[config.mk]
export PLATFORM = sky130hd
export DESIGN_NAME = instr_mem_loader
export DESIGN_NICKNAME = d
export VERILOG_FILES = /design/src/rtl/instr_mem_loader.sv
export SDC_FILE = /design/constraint.sdc
export NUM_CORES = 1
export LEC_CHECK = 0
export ABC_AREA = 1
export CELL_PAD_IN_SITES_DETAIL_PLACEMENT = 0
export CELL_PAD_IN_SITES_GLOBAL_PLACEMENT = 1
export CORE_UTILIZATION = 35
export CTS_CLUSTER_SIZE = 30
export DETAILED_ROUTE_END_ITERATION = 8
export PLACE_DENSITY_LB_ADDON = 0.1
export SETUP_SLACK_MARGIN = 0.1
export SYNTH_ARGS = -nofsm -noshare
export SYNTH_HDL_FRONTEND = slang
export SYNTH_SLANG_ARGS = --single-unit
[constraint.sdc]
create_clock -name clock -period 2.2 [get_ports clock]
set_input_delay 0.22 -clock clock [delete_from_list [all_inputs] [get_ports clock]]
set_output_delay 0.22 -clock clock [all_outputs]
set_load 0.01 [all_outputs]
[src/rtl/instr_mem_loader.sv]
`default_nettype none
// ============================================================================
//  Module   : instr_mem_loader
//  Purpose  : Framed byte-stream loader (count, big-endian words, XOR checksum)
//             that writes instruction memory and releases the CPU from reset
//             once a load finishes cleanly. Macro LOADER_CHECKSUM_EN enables
//             the trailing checksum byte and the CHECK state.
//  Revision : 1.0 - initial release
// ============================================================================
module instr_mem_loader #(
    parameter int INSTR_MEM_SIZE = 64,
    parameter int ADDR_WIDTH     = 6
) (
    input  logic                  clock,
    input  logic                  reset,
    input  logic                  start,
    input  logic [7:0]            byte_in,
    input  logic                  byte_valid,
    output logic                  byte_ready,
    output logic                  mem_write_enable,
    output logic [ADDR_WIDTH-1:0] mem_write_address,
    output logic [31:0]           mem_write_data,
    output logic                  cpu_reset,
    output logic                  busy,
    output logic                  done,
    output logic                  error
);

    localparam logic [8:0] MAX_COUNT = 9'(INSTR_MEM_SIZE);

    typedef enum logic [2:0] {
        ST_IDLE  = 3'd0,
        ST_COUNT = 3'd1,
        ST_DATA  = 3'd2,
        ST_CHECK = 3'd3,
        ST_DONE  = 3'd4,
        ST_ERROR = 3'd5
    } state_t;

    state_t                state_q, state_d;
    logic [7:0]            count_q, count_d;
    logic [ADDR_WIDTH-1:0] word_idx_q, word_idx_d;
    logic [1:0]            byte_idx_q, byte_idx_d;
    logic [23:0]           buf_q, buf_d;
    logic                  we_q, we_d;
    logic [ADDR_WIDTH-1:0] addr_q, addr_d;
    logic [31:0]           data_q, data_d;
`ifdef LOADER_CHECKSUM_EN
    logic [7:0]            chk_q, chk_d;
`endif

    logic xfer;
    logic last_word;

    assign byte_ready = (state_q == ST_COUNT) || (state_q == ST_DATA) || (state_q == ST_CHECK);
    assign busy       = byte_ready;
    assign done       = (state_q == ST_DONE);
    assign cpu_reset  = (state_q == ST_DONE);
    assign error      = (state_q == ST_ERROR);

    assign mem_write_enable  = we_q;
    assign mem_write_address = addr_q;
    assign mem_write_data    = data_q;

    assign xfer      = byte_valid && byte_ready;
    assign last_word = (8'(word_idx_q) == (count_q - 8'd1));

    always_comb begin
        state_d    = state_q;
        count_d    = count_q;
        word_idx_d = word_idx_q;
        byte_idx_d = byte_idx_q;
        buf_d      = buf_q;
        we_d       = 1'b0;
        addr_d     = addr_q;
        data_d     = data_q;
`ifdef LOADER_CHECKSUM_EN
        chk_d      = chk_q;
`endif
        case (state_q)
            ST_IDLE, ST_DONE, ST_ERROR: begin
                if (start) begin
                    state_d    = ST_COUNT;
                    word_idx_d = '0;
                    byte_idx_d = '0;
`ifdef LOADER_CHECKSUM_EN
                    chk_d      = '0;
`endif
                end
            end
            ST_COUNT: begin
                if (xfer) begin
                    if ((byte_in == 8'd0) || ({1'b0, byte_in} > MAX_COUNT)) begin
                        state_d = ST_ERROR;
                    end else begin
                        count_d = byte_in;
                        state_d = ST_DATA;
                    end
                end
            end
            ST_DATA: begin
                if (xfer) begin
`ifdef LOADER_CHECKSUM_EN
                    chk_d = chk_q ^ byte_in;
`endif
                    byte_idx_d = byte_idx_q + 2'd1;
                    if (byte_idx_q == 2'd3) begin
                        // Fourth byte goes straight to the write register; the buffer holds only the first three.
                        we_d       = 1'b1;
                        addr_d     = word_idx_q;
                        data_d     = {buf_q, byte_in};
                        word_idx_d = word_idx_q + 1'b1;
                        if (last_word) begin
`ifdef LOADER_CHECKSUM_EN
                            state_d = ST_CHECK;
`else
                            state_d = ST_DONE;
`endif
                        end
                    end else begin
                        buf_d = {buf_q[15:0], byte_in};
                    end
                end
            end
`ifdef LOADER_CHECKSUM_EN
            ST_CHECK: begin
                if (xfer) begin
                    state_d = (byte_in == chk_q) ? ST_DONE : ST_ERROR;
                end
            end
`endif
            default: state_d = ST_IDLE;
        endcase
    end

    always_ff @(posedge clock) begin
        if (!reset) begin
            state_q    <= ST_IDLE;
            count_q    <= '0;
            word_idx_q <= '0;
            byte_idx_q <= '0;
            buf_q      <= '0;
            we_q       <= 1'b0;
            addr_q     <= '0;
            data_q     <= '0;
`ifdef LOADER_CHECKSUM_EN
            chk_q      <= '0;
`endif
        end else begin
            state_q    <= state_d;
            count_q    <= count_d;
            word_idx_q <= word_idx_d;
            byte_idx_q <= byte_idx_d;
            buf_q      <= buf_d;
            we_q       <= we_d;
            addr_q     <= addr_d;
            data_q     <= data_d;
`ifdef LOADER_CHECKSUM_EN
            chk_q      <= chk_d;
`endif
        end
    end

endmodule
`default_nettype wire

# Word-level counts from Yosys, hierarchy flattened
# Index checks and enable logic that the tools add are counted.
[word_totals]
regBits = 82
inputBits = 12
out_inout_bits = 44
word_cells = 56
[classes]
magnitude_cmp = 1
n_eq_ne = 12
mux = 15
n_addsub = 3
n_reduce_logical = 15
bitwise_logic = 2
[ops]
columns = ["op", "count"]
rows = [
  ["$mux 3", 6],
  ["$mux 6", 3],
  ["$reduce_and 3->1", 5],
  ["$pmux 6 s2", 1],
  ["$pmux 3 s3", 1],
  ["$eq 6x8->1", 1],
  ["$gt 8x7->1 const B", 1],
  ["$logic_not 8->1", 1],
  ["$ne 2x2->1 const B", 4],
  ["$sub 8x1->8 const B", 1],
  ["$add 6x1->6 const B", 1],
  ["$eq 3x2->1 const B", 2],
  ["$eq 3x3->1 const B", 2],
  ["$reduce_and 5->1", 1],
  ["$mux 2", 2],
  ["$pmux 2 s2", 1],
  ["$reduce_and 4->1", 1],
  ["$eq 3x1->1 const B", 1],
  ["$logic_not 3->1", 1],
  ["$logic_or 1x1->1", 3],
  ["$reduce_or 3->1", 1],
  ["$add 2x1->2 const B", 1],
  ["$eq 2x2->1 const B", 1],
  ["$ne 2x1->1 const B", 1],
  ["4 further kinds", 5],
]

# Longest topological paths before layout
# Gate-level depths: netlist (run 1).
[logic_depth]
depth_word = 6
depth_mapped = 14
ltp_nobuf = 14

# Worst setup path after synthesis (run 1)
# Ideal clock, no wire load.
[synth_path]
kind = "reg2reg"
from = "reg count_q[0]"
to = "reg state_q[0]"
path_stages_with_launch = 12
arrival_time_ns = 1.377
n_path_buf = 0
required_ns = 2.085
path_slack_ns = 0.708
setup_ns = 0.115
synth_period_minus_slack_ns = 1.492
path_cell_list = "dfxtp_1 inv_1 ha_1 xnor2_1 nor2_1 nand2_1 nor2_1 nand3_1 nand2_1 nand3_1 nand2_1 nor2_1"
[synth_between]
elab_chain_len = 4
[synth_lines]
columns = ["item", "line", "text"]
rows = [
  ["from (decl)", "41", "logic [7:0] count_q, count_d;"],
  ["from (signal assigned)", "151", "count_q <= count_d;"],
  ["$sub 8x1->8", "66", "assign last_word = (8'(word_idx_q) == (count_q - 8'd1));"],
  ["$eq 6x8->1", "66", ""],
  ["$ne 2x2->1 (no source line)", "-", ""],
  ["$reduce_and 5->1 (no source line)", "-", ""],
  ["to (signal assigned)", "150", "state_q <= state_d;"],
  ["to (decl)", "40", "state_t state_q, state_d;"],
]
# No other way between the ends.
# A chain may end at the register's enable or synchronous reset.

# Worst setup path in the final report (run 1)
[layout_path]
from = "reg state_q[0]"
to = "out busy"
[layout_between]
elab_chain_len = 3
word_cells_on_any_way = 5
cone_classes = "eq/ne: 3; reduce/logical: 2"
[layout_lines]
columns = ["item", "line", "text"]
rows = [
  ["$eq 3x1->1 / $eq 3x2->1 (equally long branches)", "55", "assign byte_ready = (state_q == ST_COUNT) || (state_q == ST_DATA) || (state_q == ST_CHECK);"],
  ["$logic_or 1x1->1", "55", ""],
  ["$logic_or 1x1->1 *", "55", ""],
  ["to (decl)", "24", "output logic busy,"],
]
# Mark *: on every way between the ends. The rest lies on a longest branch, timed or not.

==> impl_metrics.csv, run 1 <==
group,metric,value,unit
synthesis,synth.net_count,476,
synthesis,netlist_area,3410,um2
global_route,global_route.peak_usage_layer,"met2",
synthesis,synth-async-reset-ratio,0,%
sta,maxClockFrequency,0.530,GHz
synthesis,top_count_cell_post_synth,"sky130_fd_sc_hd__nor2_1",
place,buffers_on_ports,55,
pwr,power_frac_comb,20.1,%
detailed_routing,detail_route.vias_per_cell,4.66,
sta,tightestPinTransition,0.491,ns
detailed_routing,drt-initial-drc-count,146,
synthesis,yosys-top-cells-area,"sky130_fd_sc_hd__dfxtp_1, sky130_fd_sc_hd__nor2_1, sky130_fd_sc_hd__o21ai_0, sky130_fd_sc_hd__nand2_1, sky130_fd_sc_hd__a21oi_1",
synthesis,synth_warnings,0,
sta,worst_slew_margin_rel,67.2,%
clock_tree,max_buffers_root_to_sink,2,
synthesis,ys_types,29,
detailed_routing,final_antenna_net_count,0,
pwr,p_switching,1.13,mW
flow_run,maxCapViolCount,0,
pwr,leakage,1.90,nW
pwr,power.share.switching,30.3,%
synthesis,avgSynthCellArea,7.39,um2
pwr,p_clk_share,36.1,%
worst_setup_path,data_required_time_of_the_critical_path,1.98,ns
global_route,grt.met2_usage,30.9,%
sta,min_period_over_period,85.7,%
die,start_util,36.5,%
sta,totalNegativeSetupSlack,0,ns
synthesis,edff_count_synth,0,
global_route,grt_remaining_overflow,0,
global_route,grt_start_max_net_pins,36,
die,dieHeight,101,um
worst_setup_path,critical_setup_path_class,"register to primary output",
global_route,grt_util_met1,23.9,%
clock_tree,ctsHoldBuffers,0,
detailed_routing,detailroute.via_count,3015,
finish,fin_nets,528,
synthesis,portion_of_the_post_synthesis_area_used_by_sequential_elements,48.2,%
place,gp_congestion,0.822,
synthesis,synth-main-ff-cell,"sky130_fd_sc_hd__dfxtp_1",
die,design.portCount,56,
global_route,use_met3,3.33,%
die,std_cell_rows,35,
worst_setup_path,critical_path.endpoint_type,"primary output",
detailed_routing,detail_route.wl_per_cell,13.3,um
sta,slew_viol_final,0,
detailed_routing,remaining_drc_errors,0,
pwr,internal-power,2.60,mW
detailed_routing,finalWirelength,8580,um
worst_setup_path,worst_setup_path_start_kind,"register",
clock_tree,postCtsResizedCells,0,
place,hpwl,5940,um
die,die_width,101,um
pwr,power.density_cell_area,874,nW/um2
global_route,first_global_vias,2963,
finish,post-route-util,45.7,%
global_route,antenna_violations_before_repair,0,
clock_tree,cts_root_buffer,"sky130_fd_sc_hd__clkbuf_8",
synthesis,synth_commonest_cells,"sky130_fd_sc_hd__nor2_1, sky130_fd_sc_hd__dfxtp_1, sky130_fd_sc_hd__o21ai_0",
clock_tree,cts_bufs_inserted,9,
clock_tree,path_clk_slew,0.10,ns
clock_tree,clock_sink_count,82,
global_route,grt_pass1_wl,14500,um
worst_setup_path,arrival,1.67,ns
worst_setup_path,crit_path_max_fanout,5,
synthesis,syn_inst,461,
clock_tree,clock_tree_from_tritoncts,"done",
clock_tree,h-tree-depth,3,
synthesis,ys_seq_elements,82,
clock_tree,post-cts-setup-buffers,0,
clock_tree,clk_latency,0.35,ns
min_path,timing.hold.worst.class,"input pin to register",
synthesis,synth.top_cell.area_share,48.2,%
pwr,vdd_drop_max,357,uV
die,floorplan.core_area,9330,um2
pwr,seq_power_share,43.8,%
global_route,global_route.usage.total,18.4,%
finish,final_layout_size_suffix_gt1_share,8.69,%
die,die_ar,10100,um2
outcome,outcome,"finished clean",
sta,min_period,1.89,ns
finish,antenna_cells_inserted,0,
sta,setup-violations-final,0,
finish,area_growth,25.1,%
detailed_routing,drt-pass1-iter-count,4,
sta,grt_setup_unrepaired,"no",
sta,worst_clock_skew,0.0108,ns
synthesis,netlist.top_cell.by_area,"sky130_fd_sc_hd__dfxtp_1",
sta,timing.final.hold_violations,0,
==> stage by stage <==
| stage | total power, mW | std cells | setup WS [ns] | hold WS [ns] | area, um2 |
|---|---|---|---|---|---|
| 5_1_grt | 3.94 | 647 | 0.200 | 0.380 | 4270 |
| 3_3_place_gp | 2.42 | 631 | 0.163 | 0.460 | 4020 |
| 4_1_cts | 3.78 | 647 | 0.272 | 0.348 | 4270 |
| 3_5_place_dp | 2.42 | 631 | 0.0481 | 0.464 | 4020 |
| 2_1_floorplan | 2.18 | 461 | 0.708 | 0.355 | 3410 |
| 6_report | 3.73 | 647 | 0.314 | 0.363 | 4270 |
==> registers in the layout (all words and copies together) (netlist names) <==
| register | cells |
|---|---|
| count_q | 8 |
| mem_write_address | 6 |
| mem_write_enable | 1 |
| byte_idx_q | 2 |
| word_idx_q | 6 |
| state_q | 3 |
| mem_write_data | 32 |
| buf_q | 24 |
==> cells in the final DEF (no fill, tap or decap), types with 2 or more instances in the layout <==
| master | n |
|---|---|
| sky130_fd_sc_hd__a21oi_1 | 23 |
| sky130_fd_sc_hd__buf_4 | 8 |
| sky130_fd_sc_hd__bufinv_16 | 3 |
| sky130_fd_sc_hd__clkbuf_8 | 9 |
| sky130_fd_sc_hd__clkdlybuf4s50_1 | 54 |
| sky130_fd_sc_hd__dfxtp_1 | 82 |
| sky130_fd_sc_hd__ha_1 | 3 |
| sky130_fd_sc_hd__inv_1 | 25 |
| sky130_fd_sc_hd__inv_2 | 5 |
| sky130_fd_sc_hd__inv_6 | 2 |
| sky130_fd_sc_hd__nand2_1 | 41 |
| sky130_fd_sc_hd__nand2_2 | 2 |
| sky130_fd_sc_hd__nand3_1 | 13 |
| sky130_fd_sc_hd__nor2_1 | 145 |
| sky130_fd_sc_hd__nor2_2 | 8 |
| sky130_fd_sc_hd__nor3_1 | 5 |
| sky130_fd_sc_hd__o21ai_0 | 71 |
| sky130_fd_sc_hd__o21ai_1 | 4 |
| sky130_fd_sc_hd__xnor2_1 | 2 |
| sky130_fd_sc_hd__xor2_1 | 2 |
==> cells by family (layout without fill, tap and decap cells) <==
logic type               count (synthesis)  count (layout)  synth area share [%]
XOR/XNOR                                 4               4                  1.03
AND/OR/NAND/NOR                        220             220                  26.9
adder cells (fa/ha/maj)                  3               3                  1.10
buffers and inverters                   53             110                  8.11
flip-flops                              82              82                  48.2
AO/OA/AOI/OAI                           99              99                  14.6
==> critical path, cell delays in order (launching register included) <==
cell,delay (ns)
sky130_fd_sc_hd__dfxtp_1,0.48
sky130_fd_sc_hd__nand2_2,0.14
sky130_fd_sc_hd__o21ai_2,0.12
sky130_fd_sc_hd__clkdlybuf4s50_1,0.58
==> layout make-up <==
class	count	area (um2)
Inverter	31	119
Clock inverter	7	124
Multi-Input combinational cell	326	1490
Timing Repair Buffer	63	606
Sequential cell	82	1640
Clock buffer	9	124
Fill cell	952	5060
Tap cell	129	161
==> path summary, 6_finish.rpt <==
path,from,end,slack [ns],cells past startpoint
min,reset,buf_q[19],0.36,3
min reg2reg,count_q[7],count_q[7],0.47,2
max,state_q[0],busy,0.31,3
max reg2reg,state_q[1],mem_write_address[2],0.46,9
==> metal layers <==
metal / wire [um] / share of wire, % / vias to the layer above
met4: 65 / 0.76 / 0
met1: 4150 / 48 / 1404
met3: 191 / 2.2 / 6
li1: - / - / 1574
met5: 0 / 0 / -
met2: 4170 / 49 / 31
==> power by group through the flow <==
| stage | logic [mW] | registers, mW | clock network (mW) |
|---|---|---|---|
| floorplan | 0.529 | 1.65 | 0 |
| global placement | 0.750 | 1.67 | 0 |
| detailed placement | 0.753 | 1.67 | 0 |
| CTS | 0.755 | 1.64 | 1.38 |
| global route | 0.847 | 1.65 | 1.44 |
| finish | 0.749 | 1.63 | 1.34 |
No activity file was read; power rests on OpenSTA's default activity.
==> run 2: changes to the inputs <==
Settings changed: HOLD_SLACK_MARGIN set to 0.15, PLACE_DENSITY set to 0.78, PLACE_DENSITY_LB_ADDON 0.1 to not set.
==> impl_metrics.csv, run 2 (same netlist as run 1, synthesis figures left out) <==
group,metric,value,unit
outcome,outcome,"finished clean",
worst_setup_path,crit_path_max_fanout,5,
pwr,p_clk_share,32.6,%
finish,nFillCells,971,
pwr,internal-power,2.39,mW
finish,antenna_cells_inserted,0,
sta,min_period,1.89,ns
finish,largest_reg_flops,32,
detailed_routing,remaining_drc_errors,0,
pwr,vdd_drop_max,366,uV
detailed_routing,drt-initial-drc-count,63,
detailed_routing,final_antenna_net_count,0,
min_path,worstHoldStart,"reset",
pwr,p_switching,1.11,mW
finish,layout.cells.most_common,"sky130_fd_sc_hd__nor2_1",
worst_setup_path,worstReg2RegEnd,"count_q[4]",
sta,setup-violations-final,0,
sta,worst_slew_margin_rel,63.5,%
place,postPlaceCellArea,3990,um2
worst_setup_path,arrival,1.67,ns
sta,worst_clock_skew,0.0118,ns
sta,timing.final.ws_setup,0.313,ns
min_path,holdPathStages,3,
worst_setup_path,timing.reg2reg.worst_path_depth,7,
clock_tree,cts_bufs_inserted,9,
worst_setup_path,rr_startpoint,"state_q[0]",
sta,min_period_over_period,85.8,%
clock_tree,clock_tree_from_tritoncts,"done",
detailed_routing,detail_route.wl_per_cell,12.7,um
place,placement.setup.worst_slack,0.120,ns
die,die_ar,10100,um2
sta,timing.final.hold_violations,0,
pwr,leakage,1.86,nW
detailed_routing,total_routed_wire_length_on_the_met1_layer,3840,um
finish,stdcell_area,4200,um2
worst_setup_path,worst_setup_path_start_kind,"register",
place,buffers_on_ports,55,
detailed_routing,routed-wl-met2,3900,um
worst_setup_path,critical_path.endpoint_type,"primary output",
clock_tree,h-tree-depth,3,
sta,maxClockFrequency,0.530,GHz
clock_tree,max_buffers_root_to_sink,2,
worst_setup_path,cp_launch_point,"state_q[0]",
detailed_routing,wl_met3,312,um
finish,most-common-layout-cells,"sky130_fd_sc_hd__nor2_1, sky130_fd_sc_hd__dfxtp_1, sky130_fd_sc_hd__o21ai_0",
die,std_cell_rows,35,
pwr,seq_power_share,46.7,%
global_route,antenna_violations_before_repair,0,
sta,totalNegativeSetupSlack,0,ns
global_route,global_route.usage.total,17.1,%
clock_tree,clk_latency,0.35,ns
pwr,power.share.switching,31.7,%
min_path,min_delay_worst_endpoint,"mem_write_address[1]",
die,start_util,36.5,%
worst_setup_path,critical_setup_path_class,"register to primary output",
clock_tree,postCtsResizedCells,0,
global_route,grt_start_max_net_pins,66,
sta,grt_setup_unrepaired,"no",
pwr,power_frac_comb,20.7,%
die,die_width,101,um
place,gp_congestion,0.788,
finish,area_growth,23.1,%
die,design.portCount,56,
min_path,timing.hold.worst.class,"input pin to register",
clock_tree,cts_root_buffer,"sky130_fd_sc_hd__clkbuf_8",
die,dieHeight,101,um
clock_tree,clock_sink_count,82,
worst_setup_path,data_required_time_of_the_critical_path,1.98,ns
global_route,grt_remaining_overflow,0,
die,floorplan.core_area,9330,um2
detailed_routing,top_layer_used,"met4",
worst_setup_path,setup.reg_to_reg.worst_slack,0.43,ns
finish,fin_nets,524,
detailed_routing,drt-pass1-iter-count,5,
place,hpwl,5580,um
detailed_routing,detail_route.vias_per_cell,4.65,
detailed_routing,detailroute.via_count,2992,
clock_tree,post-cts-setup-buffers,0,
pwr,power.density_cell_area,835,nW/um2
sta,slew_viol_final,0,
sta,tightestPinTransition,0.548,ns
global_route,first_global_vias,2946,
global_route,grt_pass1_wl,13700,um
clock_tree,ctsHoldBuffers,0,
detailed_routing,finalWirelength,8190,um
finish,final_layout_size_suffix_gt1_share,7.98,%
flow_run,maxCapViolCount,0,
clock_tree,path_clk_slew,0.09,ns
## run 2: changes by cell type in the layout (fill, tap and decap cells not counted)
cell                         change
sky130_fd_sc_hd__buf_4           -4
sky130_fd_sc_hd__clkinvlp_4      +1
sky130_fd_sc_hd__clkbuf_8        +1
sky130_fd_sc_hd__bufinv_16       -2
## run 2: how the worst max path moves through the flow
stage | cells after the start | slack (ns) | end
after floorplan | 11 | 0.71 | state_q[0]
after global routing | 14 | 0.22 | state_q[2]
after detailed placement | 9 | 0.12 | count_q[4]
after global placement | 9 | 0.21 | count_q[2]
after CTS | 3 | 0.30 | busy
final | 3 | 0.31 | busy
## run 2: worst max-delay path: stages, from the launching register on
cell                              delay (ns)
sky130_fd_sc_hd__dfxtp_1                0.49
sky130_fd_sc_hd__nand2_2                0.15
sky130_fd_sc_hd__o21ai_2                0.12
sky130_fd_sc_hd__clkdlybuf4s50_1        0.57
## run 2: cell type report
type / count / area (um2) / area share (%)
clock inverter: 6 / 71.3 / 1.70
timing repair buffer: 59 / 576 / 13.7
multi-input combinational: 326 / 1490 / 35.5
sequential: 82 / 1640 / 39.1
tap: 129 / 161 / 3.85
clock buffer: 10 / 138 / 3.28
inverter: 31 / 119 / 2.83
## run 2: power by group through the flow
stage / registers (mW) / logic (mW) / clock network [mW]
floorplan: 1.65 / 0.529 / 0
global placement: 1.67 / 0.727 / 0
detailed placement: 1.67 / 0.728 / 0
CTS: 1.64 / 0.733 / 1.17
global route: 1.65 / 0.825 / 1.24
finish: 1.64 / 0.726 / 1.14
## run 2: per-stage QoR
step	hold slack, ns	util, %	std cells	power [mW]
after global placement	0.459	42.7	627	2.40
after CTS	0.194	45.0	643	3.54
after global routing	0.219	45.0	643	3.71
final	0.206	45.0	643	3.51
after floorplan	0.355	-	461	2.18
after detailed placement	0.479	42.7	627	2.40
## run 2: per-layer routing
| metal | GRT usage, % | vias up |
|---|---|---|
| met5 | 0 | - |
| li1 | - | 1567 |
| met1 | 21.2 | 1353 |
| met3 | 4.51 | 12 |
| met2 | 29.1 | 60 |
| met4 | 5.02 | 0 |
